==> config.mk <==
export PLATFORM = sky130hd
export DESIGN_NAME = scheduler_bitinfo_parser
export DESIGN_NICKNAME = d
export VERILOG_FILES = /design/src/rtl/scheduler_bitinfo_parser.sv
export SDC_FILE = /design/constraint.sdc
export NUM_CORES = 1
export LEC_CHECK = 0
export CAP_MARGIN = 10
export CELL_PAD_IN_SITES_DETAIL_PLACEMENT = 0
export CELL_PAD_IN_SITES_GLOBAL_PLACEMENT = 1
export CORE_UTILIZATION = 42
export DETAILED_ROUTE_END_ITERATION = 10
export HOLD_SLACK_MARGIN = 0.06
export PLACE_DENSITY = 0.85
export REMOVE_ABC_BUFFERS = 1
export SLEW_MARGIN = 20
export SYNTH_ARGS = -nofsm -noshare
export SYNTH_HDL_FRONTEND = slang
export SYNTH_SLANG_ARGS = --single-unit
==> constraint.sdc <==
create_clock -name ap_clk -period 5.91 [get_ports ap_clk]
set_input_delay 1.182 -clock ap_clk [delete_from_list [all_inputs] [get_ports ap_clk]]
set_output_delay 1.182 -clock ap_clk [all_outputs]
set_load 0.02 [all_outputs]
==> src/rtl/scheduler_bitinfo_parser.sv <==
// ---------------------------------------------------------------------------
// scheduler_bitinfo_parser
//
// Walks the xtasks.config table stored in bitinfo memory and writes one
// scheduling-data row per accelerator type: {task type, count-1, first acc id}.
// Each entry holds an ASCII-decimal task type, a tab, and an ASCII-decimal
// instance count. The walk ends on an all-ones word at an entry start (done)
// or on the first format/capacity violation (error).
//
// Ports
//   ap_clk, ap_rst_n        clock, synchronous active-low reset
//   start                   pulse: (re)parse from IDLE/DONE/ERROR
//   bitinfo_addr/en/dout    word read port (byte address, 1-cycle latency)
//   scheduleData_*          row write port (address, strobe, data)
//   busy, done, error       parse status (done/error sticky until restart)
//   error_code              1 digit, 2 separator, 3 zero count,
//                           4 acc overflow, 5 type overflow
//   num_acc_types           rows written
//   total_accs              sum of instance counts written
// ---------------------------------------------------------------------------
module scheduler_bitinfo_parser #(
  parameter int unsigned MAX_ACCS      = 16,
  parameter int unsigned MAX_ACC_TYPES = 16,
  parameter int unsigned TYPE_DIGITS   = 19,
  parameter int unsigned TYPE_BITS     = 34,
  parameter int unsigned INST_DIGITS   = 3,
  parameter int unsigned CFG_WORD_OFS  = 9,
  parameter int unsigned ENTRY_SKIP    = 9,
  parameter bit          AUTO_START    = 1'b1,
  localparam int unsigned ACC_BITS       = $clog2(MAX_ACCS),
  localparam int unsigned TYPE_ADDR_BITS = $clog2(MAX_ACC_TYPES)
) (
  input  logic                              ap_clk,
  input  logic                              ap_rst_n,
  input  logic                              start,
  output logic [31:0]                       bitinfo_addr,
  output logic                              bitinfo_en,
  input  logic [31:0]                       bitinfo_dout,
  output logic [TYPE_ADDR_BITS-1:0]         scheduleData_address0,
  output logic                              scheduleData_ce0,
  output logic [TYPE_BITS+2*ACC_BITS-1:0]   scheduleData_d0,
  output logic                              busy,
  output logic                              done,
  output logic                              error,
  output logic [2:0]                        error_code,
  output logic [TYPE_ADDR_BITS:0]           num_acc_types,
  output logic [ACC_BITS:0]                 total_accs
);

  // Byte positions inside one entry: type digits, separator, count digits.
  localparam int unsigned SEP_POS  = TYPE_DIGITS;
  localparam int unsigned LAST_POS = TYPE_DIGITS + INST_DIGITS;
  localparam int unsigned POS_BITS = $clog2(LAST_POS + 1);

  localparam logic [ACC_BITS+1:0]       MAX_ACCS_W  = (ACC_BITS+2)'(MAX_ACCS);
  localparam logic [TYPE_ADDR_BITS:0]   MAX_TYPES_W = (TYPE_ADDR_BITS+1)'(MAX_ACC_TYPES);
  localparam logic [29:0]               CFG_OFS_W   = 30'(CFG_WORD_OFS);
  localparam logic [29:0]               NEXT_ENTRY  = 30'(ENTRY_SKIP + 1);

  typedef enum logic [2:0] {
    S_IDLE, S_START, S_FETCH, S_WAIT, S_PARSE, S_WRITE, S_DONE, S_ERROR
  } state_e;

  state_e                    state_q;
  logic [29:0]               word_idx_q;
  logic [POS_BITS-1:0]       pos_q;
  logic [31:0]               word_q;
  logic [TYPE_BITS-1:0]      type_q;
  logic [ACC_BITS:0]         cnt_q;
  logic [TYPE_ADDR_BITS:0]   row_q;
  logic [ACC_BITS:0]         total_q;
  logic [31:0]               addr_q;
  logic                      en_q;
  logic [TYPE_ADDR_BITS-1:0] waddr_q;
  logic                      ce_q;
  logic [TYPE_BITS+2*ACC_BITS-1:0] d0_q;
  logic                      busy_q, done_q, error_q;
  logic [2:0]                code_q;

  // Per-byte decode of the PARSE state.
  logic [7:0]                cur_byte;
  logic                      digit_ok;
  logic [TYPE_BITS-1:0]      type_d;
  logic [ACC_BITS:0]         cnt_d;
  logic [ACC_BITS+1:0]       sum_w;
  logic [ACC_BITS-1:0]       cnt_m1;
  logic [2:0]                p_code;
  logic                      p_write;

  always_comb begin
    // NOTE: every combinational output gets a default first so no path
    // leaves it unassigned and a latch cannot be inferred.
    p_code   = 3'd0;
    p_write  = 1'b0;
    cur_byte = word_q[{pos_q[1:0], 3'b000} +: 8];
    digit_ok = (cur_byte[7:4] == 4'h3) && (cur_byte[3:0] <= 4'd9);
    // acc*10 + d as two shifts and two adds, truncated to the field width.
    type_d   = (type_q << 3) + (type_q << 1) + TYPE_BITS'(cur_byte[3:0]);
    cnt_d    = (cnt_q << 3) + (cnt_q << 1) + (ACC_BITS+1)'(cur_byte[3:0]);
    sum_w    = (ACC_BITS+2)'(total_q) + (ACC_BITS+2)'(cnt_d);
    cnt_m1   = cnt_d[ACC_BITS-1:0] - ACC_BITS'(1);

    if (pos_q < POS_BITS'(SEP_POS)) begin
      if (!digit_ok) p_code = 3'd1;
    end else if (pos_q == POS_BITS'(SEP_POS)) begin
      if (cur_byte != 8'h09) p_code = 3'd2;
    end else if (!digit_ok) begin
      p_code = 3'd1;
    end else if (pos_q == POS_BITS'(LAST_POS)) begin
      // Row checks happen before the write so a faulty row is never stored.
      if (cnt_d == '0)               p_code = 3'd3;
      else if (sum_w > MAX_ACCS_W)   p_code = 3'd4;
      else                           p_write = 1'b1;
    end
  end

  // NOTE: all state uses non-blocking assignments so every register samples
  // the pre-edge values, independent of statement order.
  always_ff @(posedge ap_clk) begin
    if (!ap_rst_n) begin
      state_q    <= AUTO_START ? S_START : S_IDLE;
      word_idx_q <= CFG_OFS_W;
      pos_q      <= '0;
      word_q     <= '0;
      type_q     <= '0;
      cnt_q      <= '0;
      row_q      <= '0;
      total_q    <= '0;
      addr_q     <= '0;
      en_q       <= 1'b0;
      waddr_q    <= '0;
      ce_q       <= 1'b0;
      d0_q       <= '0;
      busy_q     <= 1'b0;
      done_q     <= 1'b0;
      error_q    <= 1'b0;
      code_q     <= '0;
    end else begin
      // NOTE: strobes default low here and are raised only on the transition
      // into FETCH/WRITE, so each is a single-cycle registered pulse.
      en_q <= 1'b0;
      ce_q <= 1'b0;
      case (state_q)
        S_IDLE: if (start) state_q <= S_START;

        S_START: begin
          busy_q     <= 1'b1;
          done_q     <= 1'b0;
          error_q    <= 1'b0;
          code_q     <= '0;
          row_q      <= '0;
          total_q    <= '0;
          type_q     <= '0;
          cnt_q      <= '0;
          pos_q      <= '0;
          word_idx_q <= CFG_OFS_W;
          addr_q     <= {CFG_OFS_W, 2'b00};
          en_q       <= 1'b1;
          state_q    <= S_FETCH;
        end

        S_FETCH: state_q <= S_WAIT;

        S_WAIT: begin
          word_q <= bitinfo_dout;
          if (pos_q == '0 && bitinfo_dout == 32'hFFFF_FFFF) begin
            done_q  <= 1'b1;
            busy_q  <= 1'b0;
            state_q <= S_DONE;
          end else if (pos_q == '0 && row_q == MAX_TYPES_W) begin
            error_q <= 1'b1;
            code_q  <= 3'd5;
            busy_q  <= 1'b0;
            state_q <= S_ERROR;
          end else begin
            state_q <= S_PARSE;
          end
        end

        S_PARSE: begin
          if (p_code != 3'd0) begin
            error_q <= 1'b1;
            code_q  <= p_code;
            busy_q  <= 1'b0;
            state_q <= S_ERROR;
          end else begin
            if (pos_q < POS_BITS'(SEP_POS)) type_q <= type_d;
            if (pos_q > POS_BITS'(SEP_POS)) cnt_q  <= cnt_d;
            if (p_write) begin
              ce_q    <= 1'b1;
              waddr_q <= row_q[TYPE_ADDR_BITS-1:0];
              d0_q    <= {type_q, cnt_m1, total_q[ACC_BITS-1:0]};
              state_q <= S_WRITE;
            end else begin
              pos_q <= pos_q + POS_BITS'(1);
              // Entries are word aligned, so byte lane 3 ends the word.
              if (pos_q[1:0] == 2'b11) begin
                word_idx_q <= word_idx_q + 30'd1;
                addr_q     <= {word_idx_q + 30'd1, 2'b00};
                en_q       <= 1'b1;
                state_q    <= S_FETCH;
              end
            end
          end
        end

        S_WRITE: begin
          // First id of the next row equals the running total.
          total_q    <= total_q + cnt_q;
          row_q      <= row_q + 1'b1;
          word_idx_q <= word_idx_q + NEXT_ENTRY;
          addr_q     <= {word_idx_q + NEXT_ENTRY, 2'b00};
          en_q       <= 1'b1;
          pos_q      <= '0;
          type_q     <= '0;
          cnt_q      <= '0;
          state_q    <= S_FETCH;
        end

        S_DONE, S_ERROR: if (start) state_q <= S_START;

        default: state_q <= S_IDLE;
      endcase
    end
  end

  assign bitinfo_addr          = addr_q;
  assign bitinfo_en            = en_q;
  assign scheduleData_address0 = waddr_q;
  assign scheduleData_ce0      = ce_q;
  assign scheduleData_d0       = d0_q;
  assign busy                  = busy_q;
  assign done                  = done_q;
  assign error                 = error_q;
  assign error_code            = code_q;
  assign num_acc_types         = row_q;
  assign total_accs            = total_q;

endmodule

; After elaboration in Yosys (flattened, before gate mapping)
; Cells that the tools add are included.
[word_totals]
ff_bits = 205
in_bits = 35
output_inout_bits = 96
wordCells = 145
[classes]
n_addsub = 11
order_cmp = 4
n_eq_ne = 26
shift = 1
n_mux = 59
bitwise_logic = 3
reduce_logical = 24
[ops]
columns = cell, n
row1 = $mux 32, 3
row2 = $pmux 32 s3, 1
row3 = $mux 30, 3
row4 = $pmux 30 s3, 1
row5 = $mux 34, 2
row6 = $pmux 34 s2, 1
row7 = $pmux 5 s2, 4
row8 = $mux 3, 13
row9 = $add 34x34->34, 1
row10 = $add 34x4->34, 1
row11 = $eq 32x32->1 const B, 1
row12 = $shiftx 32x6->8, 1
row13 = $add 30x1->30 const B, 1
row14 = $add 30x4->30 const B, 1
row15 = $mux 5, 4
row16 = $mux 1, 18
row17 = $ne 2x2->1 const B, 9
row18 = $eq 5x5->1 const B, 3
row19 = $pmux 3 s5, 1
row20 = $reduce_and 3->1, 5
row21 = $eq 3x3->1 const B, 4
row22 = $add 5x1->5 const B, 2
row23 = $add 5x5->5, 2
row24 = $logic_not 5->1, 2
row25 = 28 further kinds, 44

; Depth between registers and ports, before layout
[logic_depth]
depth_word = 13
mapped_depth = 18
mapped_depth_nobuf = 16

; Least setup slack after synthesis
; Ideal clock, no wire load.
[synth_timing]
kind = flip-flop to flip-flop
from = register pos_q[0]
to = register d0_q[1], in the netlist scheduleData_d0[1]
setup_ns = 0.070
arrival_time_ns = 4.231
required_ns = 5.840
setup_slack_ns = 1.609
stages_incl_launch_ff = 18
path_buffers = 3
synth_period_minus_slack_ns = 4.301
path_cell_list = dfxtp_1 -> buf_6 -> mux4_2 -> fa_1 -> inv_1 -> fa_1 -> xnor2_1 -> xnor2_1 -> ha_1 -> nor4b_1 -> a211oi_1 -> nor3_1 -> nand3_1 -> nor2_1 -> buf_2 -> buf_2 -> nand2_1 -> a21oi_1
[synth_between]
elab_chain_cells = 13
word_cells_on_any_way = 29
classes_between = add/sub: 2 / order compare: 3 / eq/ne: 4 / shift: 1 / mux: 14 / bitwise: 1 / reduce/logical: 4
[synth_rtl]
columns = element, line
row1 = from (decl), 66  ; logic [POS_BITS-1:0] pos_q;
row2 = from (signal assigned), 195  ; pos_q <= pos_q + POS_BITS'(1);
row3 = $shiftx 32x6->8, 95  ; cur_byte = word_q[{pos_q[1:0], 3'b000} +: 8];
row4 = $add 5x4->5, 99  ; cnt_d = (cnt_q << 3) + (cnt_q << 1) + (ACC_BITS+1)'(cur_byte[3:0]);
row5 = $add 5x5->6, 100  ; sum_w = (ACC_BITS+2)'(total_q) + (ACC_BITS+2)'(cnt_d);
row6 = $gt 6x5->1, 112  ; else if (sum_w > MAX_ACCS_W) p_code = 3'd4;
row7 = $mux 3, 112
row8 = $mux 3, 111  ; if (cnt_d == '0) p_code = 3'd3;
row9 = $mux 3, 109  ; end else if (pos_q == POS_BITS'(LAST_POS)) begin
row10 = $mux 3, 107  ; end else if (!digit_ok) begin
row11 = $mux 3, 105  ; end else if (pos_q == POS_BITS'(SEP_POS)) begin
row12 = $mux 3, 103  ; if (pos_q < POS_BITS'(SEP_POS)) begin
row13 = $reduce_bool 3->1, 181  ; if (p_code != 3'd0) begin
row14 = $not 1->1 (no source line), --
row15 = $reduce_and 3->1 (no source line) (*), --
row16 = to (signal assigned), 192  ; d0_q <= {type_q, cnt_m1, total_q[ACC_BITS-1:0]};
row17 = to (decl), 76  ; logic [TYPE_BITS+2*ACC_BITS-1:0] d0_q;
; Every way passes the cells marked *; elsewhere a longest branch is shown, timed or not.
; A chain may end at the register's enable or synchronous reset.

; Final worst setup path
[layout_timing]
from = register pos_q[0]
to = register d0_q[32], in the netlist scheduleData_d0[32]
; Same word-level chain as after synthesis.

==> results.py <==
metrics = {
    "worst_hold_path": {
        "holdPathEnd": "scheduleData_d0[0]",
        "whs_path_depth": 2,
        "hp-class": "reg2reg",
        "hold_path_startpoint": "scheduleData_d0[0]",
    },
    "clock_tree": {
        "post_cts_buffers": 0,
        "cts_max_level": 4,
        "path_clk_slew_ns": 0.07,
        "cts_tree": "yes",
        "clock_latency_ns": 0.45,
        "cts.sinks": 175,
        "cts-root-buf": "clkbuf_16",
        "hold_buffers": 0,
        "cts.repair.resized": 0,
        "numCtsBuffers": 17,
        "cts_buffer_depth": 2,
    },
    "pwr": {
        "power_mw": 2.946,
        "power.density_mw_per_mm2": 249.0,
        "irDropWorstVdd_mv": 0.1614,
        "p_leak_nw": 4.599,
    },
    "sta": {
        "worstMarginPinSlew_ns": 0.9368,
        "max-slew-margin-rel_pct": 37.40,
        "period_share_pct": 88.19,
        "setup_viol": 0,
        "fin_crit_ns": 5.212,
        "finalClockSkew_ns": 0.01458,
        "clock.fmax_ghz": 0.1919,
        "tns_ns": 0,
        "slew_violations": 0,
        "rsz0062_at_grt": "false",
        "whs_ns": 0.4517,
        "final-hold-violation-count": 0,
    },
    "route": {
        "vias": 8794,
        "firstDrtPassIters": 4,
        "drtIter0Drc": 432,
        "drc": 0,
        "wire_per_inst_um": 14.68,
        "drt.antenna.violating_nets": 0,
        "drt_wl_total_um": 24210,
        "routed_via_density": 5.333,
    },
    "floorplanning": {
        "rows": 56,
        "io_pins": 131,
        "fp.dieW_um": 156.8,
        "die_h_um": 156.8,
        "core_mm2": 0.02347,
        "die_area_mm2": 0.02458,
        "start_util_pct": 42.86,
    },
    "global_routing": {
        "antenna_found_initial": 0,
        "grt_pass1_vias": 8263,
        "grtUsageTotal_pct": 20.60,
        "grt_pass1_wl_um": 40420,
        "gr-total-overflow": 0,
        "grt_max_degree": 50,
    },
    "place": {
        "dpl_cell_area_mm2": 0.01128,
        "gp_congestion": 0.8180,
        "io_buffer_count": 128,
        "hpwlAfterDp_um": 17520,
    },
    "finish": {
        "diodes": 0,
        "fin_area_mm2": 0.01183,
        "n_fill_cell": 2297,
        "area_delta_synth_final_pct": 17.62,
        "layout-drive-gt1-share_pct": 5.414,
        "nNetsFinal": 1441,
    },
    "logic_synthesis": {
        "ys_seq_area_share_pct": 34.82,
        "synth-seq-cells": 175,
        "synth_top_area_share_pct": 34.82,
        "ys_warn_count": 0,
        "synth_area_per_cell_um2": 8.023,
        "synth_common_cells": "nand2_1, dfxtp_1, a21oi_1",
        "synth_area_mm2": 0.01006,
        "synth_cell_types": 78,
        "synth_edf_count": 0,
        "synth-async-reset-ratio_pct": 0,
        "synthTopCellsByArea": "dfxtp_1, ha_1, nand2_1",
        "yosysTopAreaCell": "dfxtp_1",
        "synth_flop_cell": "dfxtp_1",
        "synth_most_common_cell": "nand2_1",
        "netlist_instances": 1254,
    },
    "run": {
        "cap_violations": 0,
    },
    "setup_path": {
        "start_kind": "flop",
        "rrSetupSlack_ns": 0.70,
        "crit_type": "reg2reg",
        "cp.arrival_ns": 5.58,
        "required_ns": 6.27,
        "r2r_cells": 15,
        "cp-end-kind": "flop",
        "worstReg2RegEnd": "scheduleData_d0[32]",
        "crit_fanout": 32,
        "r2r-start": "pos_q[0]",
    },
    "outcome": {
        "status": "finished clean",
    },
}
sequential cells by signal, summed over array words and instances (netlist names):
signal                 cells
error_code                 3
pos_q                      5
word_q                    32
error                      1
bitinfo_addr               3
cnt_q                      5
total_accs                 5
num_acc_types              5
type_q                    34
bitinfo_en                 1
scheduleData_address0      4
scheduleData_d0           42
scheduleData_ce0           1
state_q                    3
word_idx_q                29
done                       1
busy                       1
routing by layer:
layer  GRT usage (%)  share of wire, %  vias up
li1                -                 -     4521
met1           26.84                47     4083
met2           34.56                48      163
met3           2.963               3.9       27
met4           7.143               1.6        0
met5               0                 0        -
stage by stage:
stage               setup WS (ns)  util [%]  std cells
floorplan                  0.3073         -       1162
global placement           0.8240     48.04       1617
detailed placement         0.6575     48.04       1617
CTS                        0.6316     50.40       1649
global route               0.2184     50.42       1649
finish                     0.6977     50.42       1649
critical path: stages (launching register included):
cell,delay [ns]
dfxtp_1,0.68
mux4_2,0.64
fa_1,0.50
inv_1,0.06
fa_1,0.43
xnor2_1,0.15
xnor2_1,0.33
ha_1,0.34
nor4b_1,0.34
a211oi_1,0.09
nor3_1,0.36
nand3_1,0.21
nor2_4,0.36
buf_4,0.41
nand2_1,0.11
a21oi_1,0.12
where the power goes:
group	total, mW	leakage, nW	internal [mW]	switching [mW]
clock network	1.08	0.259	0.551	0.525
logic	0.557	2.93	0.202	0.355
registers	1.31	1.41	1.24	0.0684
placed cells by master, fill, tap and decap left out, types with 7 or more instances in the layout:
master and count:
xnor2_1 29, o21ai_1 30, and3_1 14, ha_1 83
nand3_1 33, nand2b_1 12, a31oi_1 21, buf_4 8
xor2_1 13, dfxtp_1 175, nor2b_1 9, inv_1 28
a21oi_1 144, clkbuf_16 17, o21ai_0 60, nand4_1 27
a21o_1 20, a211oi_1 11, nor3_1 14, nand2_1 224
nor2_1 103, clkdlybuf4s50_1 128, mux4_2 7
worst max path at each step:
stage / cells after the start / end / from
after floorplan: 13 / scheduleData_d0[4] / pos_q[0]
after global placement: 15 / scheduleData_address0[0] / pos_q[0]
after detailed placement: 15 / scheduleData_d0[32] / pos_q[0]
after CTS: 15 / scheduleData_d0[32] / pos_q[0]
after global routing: 15 / scheduleData_d0[37] / pos_q[0]
final: 15 / scheduleData_d0[32] / pos_q[0]
layout make-up:
class                      instances  area [um2]  area share (%)
clock buffer                      17       425.4           3.595
tap                              319       399.1           3.373
sequential                       175        3503           29.60
timing repair buffer             136        1341           11.33
clock inverter                    15       128.9           1.089
multi-input combinational        958        5926           50.07
inverter                          29       110.1          0.9304
cells by family (layout without fill, tap and decap cells):
| logic type | count (synthesis) | after routing | synth area share, % |
|---|---|---|---|
| other cells | 1 | 2 | 0.03727 |
| xor+xnor | 42 | 42 | 3.656 |
| simple gates | 475 | 475 | 21.39 |
| buf+inv | 122 | 197 | 6.430 |
| mux | 11 | 11 | 1.965 |
| compound gates | 339 | 339 | 20.18 |
| fa+ha+maj | 89 | 89 | 11.52 |
| flops | 175 | 175 | 34.82 |
Power figures use the tool's default switching activity.
